[src/rtl/wb_spi_master.sv]
// wb_spi_master: Wishbone responder exposing a mode-0, MSB-first SPI controller with
// software chip select. Four byte registers: DATA, STATUS, CTRL, DIV.
module wb_spi_master #(
    parameter int unsigned              WB_ADDR_WIDTH = 20,
    parameter int unsigned              DATA_WIDTH    = 8,
    parameter logic [WB_ADDR_WIDTH-1:0] BASE_ADDR     = 'h0_E800,
    parameter logic [7:0]               DIV_RESET     = 8'd31
) (
    input  logic                     wb_clock_i,
    input  logic                     wb_reset_i,
    input  logic [WB_ADDR_WIDTH-1:0] wb_addr_i,
    input  logic [DATA_WIDTH-1:0]    wb_data_i,
    output logic [DATA_WIDTH-1:0]    wb_data_o,
    input  logic                     wb_we_i,
    input  logic                     wb_cycle_i,
    input  logic                     wb_strobe_i,
    output logic                     wb_stall_o,
    output logic                     wb_ack_o,
    output logic                     spi_sck_o,
    output logic                     spi_sd_o,
    input  logic                     spi_sd_i,
    output logic                     spi_cs_no,
    output logic                     irq_o
);

    typedef enum logic [1:0] {StIdle, StLow, StHigh, StDone} state_t;

    state_t                r_state;
    logic [7:0]            r_cnt;
    logic [7:0]            r_shift;
    logic [7:0]            r_rx;
    logic [7:0]            r_div;
    logic [2:0]            r_bit;
    logic                  r_sck;
    logic                  r_sd;
    logic                  r_rx_valid;
    logic                  r_cs;
    logic                  r_ie;
    logic                  r_ack;
    logic [DATA_WIDTH-1:0] r_data;

    logic       w_sel;
    logic       w_busy;
    logic       w_stall;
    logic       w_accept;
    logic       w_start;
    logic       w_rd_clear;
    logic [1:0] w_offset;
    logic [7:0] w_rdata;

    // BASE_ADDR is word aligned, so the upper address bits alone select the block.
    assign w_sel      = wb_cycle_i && wb_strobe_i &&
                        (wb_addr_i[WB_ADDR_WIDTH-1:2] == BASE_ADDR[WB_ADDR_WIDTH-1:2]);
    assign w_offset   = wb_addr_i[1:0];
    assign w_busy     = (r_state != StIdle);
    assign w_stall    = w_sel && wb_we_i && w_busy;
    assign w_accept   = w_sel && !w_stall;
    assign w_start    = w_accept && wb_we_i && (w_offset == 2'd0);
    assign w_rd_clear = w_accept && !wb_we_i && (w_offset == 2'd0);

    assign wb_stall_o = w_stall;
    assign wb_ack_o   = r_ack;
    assign wb_data_o  = r_data;
    assign spi_sck_o  = r_sck;
    assign spi_sd_o   = r_sd;
    assign spi_cs_no  = ~r_cs;
    assign irq_o      = r_rx_valid & r_ie;

    // Register read mux, sampled at the accept edge.
    always_comb begin
        w_rdata = 8'h00;
        case (w_offset)
            2'd0:    w_rdata = r_rx;
            2'd1:    w_rdata = {6'b0, r_rx_valid, w_busy};
            2'd2:    w_rdata = {6'b0, r_ie, r_cs};
            default: w_rdata = r_div;
        endcase
    end

    // Bus side: single-cycle ack, read data zero outside ack, CTRL and DIV writes.
    always_ff @(posedge wb_clock_i or posedge wb_reset_i) begin
        if (wb_reset_i) begin
            r_ack  <= 1'b0;
            r_data <= '0;
            r_cs   <= 1'b0;
            r_ie   <= 1'b0;
            r_div  <= DIV_RESET;
        end else begin
            r_ack  <= w_accept;
            r_data <= '0;
            if (w_accept && !wb_we_i) begin
                r_data <= DATA_WIDTH'(w_rdata);
            end
            if (w_accept && wb_we_i) begin
                if (w_offset == 2'd2) begin
                    r_cs <= wb_data_i[0];
                    r_ie <= wb_data_i[1];
                end else if (w_offset == 2'd3) begin
                    r_div <= wb_data_i[7:0];
                end
            end
        end
    end

    // Transfer engine. The shift register takes the received bit at each SCK rise while
    // r_sd keeps driving the current bit, so after eight rises it holds the whole RX byte.
    always_ff @(posedge wb_clock_i or posedge wb_reset_i) begin
        if (wb_reset_i) begin
            r_state    <= StIdle;
            r_cnt      <= 8'd0;
            r_bit      <= 3'd0;
            r_shift    <= 8'd0;
            r_sck      <= 1'b0;
            r_sd       <= 1'b0;
            r_rx       <= 8'd0;
            r_rx_valid <= 1'b0;
        end else begin
            if (w_rd_clear) begin
                r_rx_valid <= 1'b0;
            end
            case (r_state)
                StIdle: begin
                    if (w_start) begin
                        r_shift <= wb_data_i[7:0];
                        r_sd    <= wb_data_i[7];
                        r_bit   <= 3'd0;
                        r_cnt   <= 8'd0;
                        r_state <= StLow;
                    end
                end
                StLow: begin
                    if (r_cnt == r_div) begin
                        r_cnt   <= 8'd0;
                        r_sck   <= 1'b1;
                        r_shift <= {r_shift[6:0], spi_sd_i};
                        r_state <= StHigh;
                    end else begin
                        r_cnt <= r_cnt + 8'd1;
                    end
                end
                StHigh: begin
                    if (r_cnt == r_div) begin
                        r_cnt <= 8'd0;
                        r_sck <= 1'b0;
                        if (r_bit == 3'd7) begin
                            r_state <= StDone;
                        end else begin
                            r_sd    <= r_shift[7];
                            r_bit   <= r_bit + 3'd1;
                            r_state <= StLow;
                        end
                    end else begin
                        r_cnt <= r_cnt + 8'd1;
                    end
                end
                default: begin
                    // Set wins over a same-cycle DATA read clear.
                    r_rx       <= r_shift;
                    r_rx_valid <= 1'b1;
                    r_state    <= StIdle;
                end
            endcase
        end
    end

endmodule

[config.mk]
export PLATFORM = sky130hd
export DESIGN_NAME = wb_spi_master
export DESIGN_NICKNAME = d
export VERILOG_FILES = /design/src/rtl/wb_spi_master.sv
export SDC_FILE = /design/constraint.sdc
export NUM_CORES = 1
export LEC_CHECK = 0
export BUFFER_PORTS_ARGS = -buffer_cell sky130_fd_sc_hd__buf_2
export CAP_MARGIN = 15
export CELL_PAD_IN_SITES_DETAIL_PLACEMENT = 1
export CELL_PAD_IN_SITES_GLOBAL_PLACEMENT = 1
export CORE_MARGIN = 8
export CORE_UTILIZATION = 40
export DETAILED_ROUTE_END_ITERATION = 7
export PLACE_DENSITY = 0.75
export SLEW_MARGIN = 20
export SYNTH_ARGS = -nofsm -noshare
export SYNTH_HDL_FRONTEND = slang
export SYNTH_SLANG_ARGS = --single-unit
[constraint.sdc]
create_clock -name wb_clock_i -period 5.74 [get_ports wb_clock_i]
set_input_delay 1.435 -clock wb_clock_i [delete_from_list [all_inputs] [get_ports wb_clock_i]]
set_output_delay 1.435 -clock wb_clock_i [all_outputs]
set_load 0.01 [all_outputs]
# Word level (Yosys, flattened, before mapping)
# Index checks and enable logic that the tools add are counted.
# W data, S select, Z words.
[op_classes]
add_sub_neg = 2
n_eq_ne = 13
mux = 26
bitwise_logic = 3
n_reduce_logical = 27
[ops]
columns = ["operator", "count"]
rows = [
  ["$mux W8", 5],
  ["$pmux W8 S2", 2],
  ["$pmux W8 S3", 1],
  ["$eq A18 B14 Y1 const B", 1],
  ["$reduce_and A3 Y1", 4],
  ["$reduce_bool A2 Y1", 5],
  ["$logic_and A1 B1 Y1", 9],
  ["$mux W3", 3],
  ["$add A8 B1 Y8 const B", 1],
  ["$eq A8 B8 Y1", 1],
  ["$mux W2", 4],
  ["$ne A2 B2 Y1 const B", 4],
  ["$mux W1", 7],
  ["$eq A2 B2 Y1 const B", 3],
  ["$pmux W2 S3", 1],
  ["$pmux W3 S2", 1],
  ["$eq A2 B1 Y1 const B", 2],
  ["$logic_not A2 Y1", 2],
  ["$pmux W1 S2", 2],
  ["$reduce_and A2 Y1", 2],
  ["$reduce_and A4 Y1", 1],
  ["$add A3 B1 Y3 const B", 1],
  ["$eq A3 B3 Y1 const B", 1],
  ["$reduce_or A3 Y1", 1],
  ["5 further kinds", 7],
]
[totals]
reg_bits = 51
in_bits = 34
out_inout_bits = 14
wordCells = 84

# Depth between registers and ports, before layout
[depth]
word_depth = 10
mapped_depth = 7
depth_no_buf = 6

# Least setup slack after synthesis
# Ideal clock, no wire load.
[synth_timing]
path_kind = "input to output"
start = "in wb_addr_i[2]"
end = "out wb_stall_o"
arrival_time_ps = 2729
t_required_ps = 4305
path_slack_ps = 1576
cell_stages = 3
path_buffers = 0
path_cell_list = "or4_1 or2_2 nor4b_1"
[synth_via]
elab_chain_cells = 4
[synth_lines]
columns = ["item", "line", "rtl"]
rows = [
  ["start, declared", "11", "input logic [WB_ADDR_WIDTH-1:0] wb_addr_i,"],
  ["$eq A18 B14 Y1", "53", "(wb_addr_i[WB_ADDR_WIDTH-1:2] == BASE_ADDR[WB_ADDR_WIDTH-1:2]);"],
  ["$logic_and A1 B1 Y1", "52", "assign w_sel = wb_cycle_i && wb_strobe_i &&"],
  ["$logic_and A1 B1 Y1 (2 in series)", "56", "assign w_stall = w_sel && wb_we_i && w_busy;"],
  ["end, declared", "17", "output logic wb_stall_o,"],
]
# Every way passes these cells.

# Worst setup path in the final report
# Same ends and word-level chain as after synthesis.

==> flow_metrics.tcl <==
set metrics [dict create \
    drv_slew 0 \
    power_per_cell_area_nw_per_um2 379 \
    final-setup-viol-count 0 \
    crit_arrival_ns 2.83 \
    groute.usage.overall 0.145 \
    dominantRegCellSynth "dfrtp_1" \
    top_post_synthesis_cells_by_count "dfrtp_1, mux2_2, nand2_1, inv_1, o21ai_0" \
    cp_max_fo 2 \
    grt_start_max_net_pins 52 \
    timing_worst_setup_path_type "in -> out" \
    total_switching_power_uw 402 \
    p_seq_frac 0.441 \
    grt_setup_unrepaired "false" \
    ys_warn_count 0 \
    synth_edf_count 0 \
    drive_above_1_share 0.375 \
    synth_area_leaders "dfrtp_1, mux2_2, dfstp_2, ha_1, xor2_1" \
    die-area_um2 9400 \
    postSynthCellCount 227 \
    power_frac_comb 0.374 \
    finish.net_count 315 \
    synth.top_cell.area_share 0.439 \
    gp_congestion 0.781 \
    tritoncts.num_buffers 5 \
    postSynthRegisterBits 51 \
    async_flop_share 1.00 \
    place_hpwl_um 4940 \
    p_sw_frac 0.351 \
    netlist_area_um2 2620 \
    irDropWorstVdd_v 0.000179 \
    drcViolationCount 0 \
    drv_cap 0 \
    hold_class "reg -> reg" \
    cell_internal_pwr_uw 743 \
    grt_first_pass_wirelength_um 11300 \
    firstDrtPassIters 4 \
    ff2ff_setup_slack_ns 2.91 \
    route.detailed.vias_per_inst 5.56 \
    vias 1958 \
    grt_remaining_overflow 0 \
    route.final.wire_length_um 6500 \
    antenna-diode-count 0 \
    layout.cell_area.non_filler_um2 3020 \
    yosysMostFrequentCell "dfrtp_1" \
    finalHoldViolations 0 \
    ys_types 43 \
    floorplan.io_pins 48 \
    detail_route.wl_per_cell_um 18.5 \
    antenna_left 0 \
    timing.max_slew.rel_slack 0.376 \
    power.clock.fraction 0.184 \
    crit_chain "buf_2, or4_1, or2_2, nor4b_1, buf_2" \
    crit_required_ns 4.30 \
    post-route-period-util 0.743 \
    critPathMaxStageDelay_ns 0.54 \
    die_y_um 97.0 \
    grt_antenna_before_repair 0 \
    cts_post_setup_buffers_inserted 0 \
    cts_num_sinks 51 \
    cts_tree "done" \
    io_buffers 47 \
    timing_worst_slew_pin_value_ns 0.932 \
    worst_setup_path_start_kind "primary input" \
    clock_insertion_delay_worst_skew_ns 0.31 \
    synth.yosys.seq_area_share 0.489 \
    syn2layout_area_growth_pct 15.3 \
    layout_min_cycle_time_ns 4.26 \
    synth.net_count 268 \
    h-tree-depth 2 \
    totalNegativeSetupSlack_ns 0 \
    root_buffer "clkbuf_8" \
    clk_pin_slew_ns 0.09 \
    std_cell_rows 29 \
    post_synth_top_area_cell "dfrtp_1" \
    power.static_leakage_uw 0.00140 \
    clock-skew-final_ns 0.00946 \
    initial_core_util 0.413 \
    crit_path_end_kind "output pin" \
    cts_hold_bufs 0 \
    max-clock-path-buffers 2 \
    die_x_um 97.0 \
    timing.critical_path.slowest_stage_cell "or4_1" \
    outcome "finished clean" \
    placed_area_um2 2930 \
    average_size_of_a_mapped_cell_um2 11.5 \
    fmax_mhz 235 \
    core_um2 6350 \
    dr.first_iter.drc_count 62 \
    first_global_vias 2183 \
    post_cts_resize_count 0 \
    crit_top_cell "buf_2" \
    final_core_utilization 0.476 \
]
## cell usage in the layout, fill, tap and decap left out, types with 3 or more instances in the layout
master,instances
a22oi_1,6
buf_2,47
ha_1,7
a21oi_1,10
and2_1,3
dfrtp_1,46
nand3_1,5
dfstp_2,5
mux2_2,34
inv_1,11
nor4_1,4
clkbuf_8,5
or4_1,3
nand4_1,3
nand2_1,13
nor4b_1,3
xor2_1,8
or3_1,7
nor2_1,9
o21ai_0,11
## cell families after synthesis
family | after synthesis | synth area share
compound gates | 40 | 0.106
xor+xnor | 8 | 0.0267
fa+ha+maj | 7 | 0.0334
buf+inv | 19 | 0.0272
flops | 51 | 0.489
mux | 37 | 0.168
simple gates | 65 | 0.149
## path summary, 6_finish.rpt
| kind | from | end | depth (start not counted) |
|---|---|---|---|
| min in group asynchronous | wb_reset_i | r_shift[2] | 2 |
| max | wb_addr_i[2] | wb_stall_o | 5 |
| max reg2reg | r_div[3] | r_shift[5] | 5 |
| min | r_rx[5] | r_rx[5] | 1 |
| min reg2reg | r_rx[5] | r_rx[5] | 1 |
| max in group asynchronous | wb_reset_i | r_cnt[7] | 2 |
## per-layer routing
metal  wire [µm]  up-vias  share of wire  global-route usage
li1            -      922              -                   -
met1        2780     1007           0.43               0.175
met2        3470       25           0.53               0.259
met3         221        4          0.034              0.0284
met4          27        0         0.0042              0.0249
met5           0        -              0                   0
## power by group through the flow
stage,sequential (µW),combinational [µW],clock [µW]
after detailed placement,512,435,0
after global placement,507,418,0
after floorplan,495,328,0
final,505,429,211
after CTS,505,435,221
after global routing,521,474,230
## per-stage QoR
step           worst slack (ns)  instances  hold WS (ns)  power (µW)
3_3_place_gp               1.53        344         0.492         924
3_5_place_dp               1.48        344         0.500         948
2_1_floorplan              1.58        227         0.476         824
6_report                   1.48        352         0.519        1140
5_1_grt                    1.38        352         0.538        1220
4_1_cts                    1.48        352         0.525        1160
## critical path, delay by kind of cell
kind / cells / cell delay [ns]
buffers and inverters: 2 / 0.27
and+or+nand+nor: 3 / 1.12
## flip-flops by register name (all words and copies together), names as in the netlist
signal      flops
wb_ack_o        1
r_bit           3
r_cnt           8
wb_data_o       8
r_state         2
r_cs            1
r_div           8
r_rx            8
r_ie            1
r_shift         8
spi_sd_o        1
spi_sck_o       1
r_rx_valid      1
## layout make-up
cell class              count  area, µm²
clock buffers               5       68.8
clock inverters             3       25.0
fillers                   710       3330
inverters                  12       46.3
multi-input cells         157       1270
flip-flops and latches     51       1280
well taps                  77       96.3
repair buffers             47        235
(Power assumes the default switching activity.)
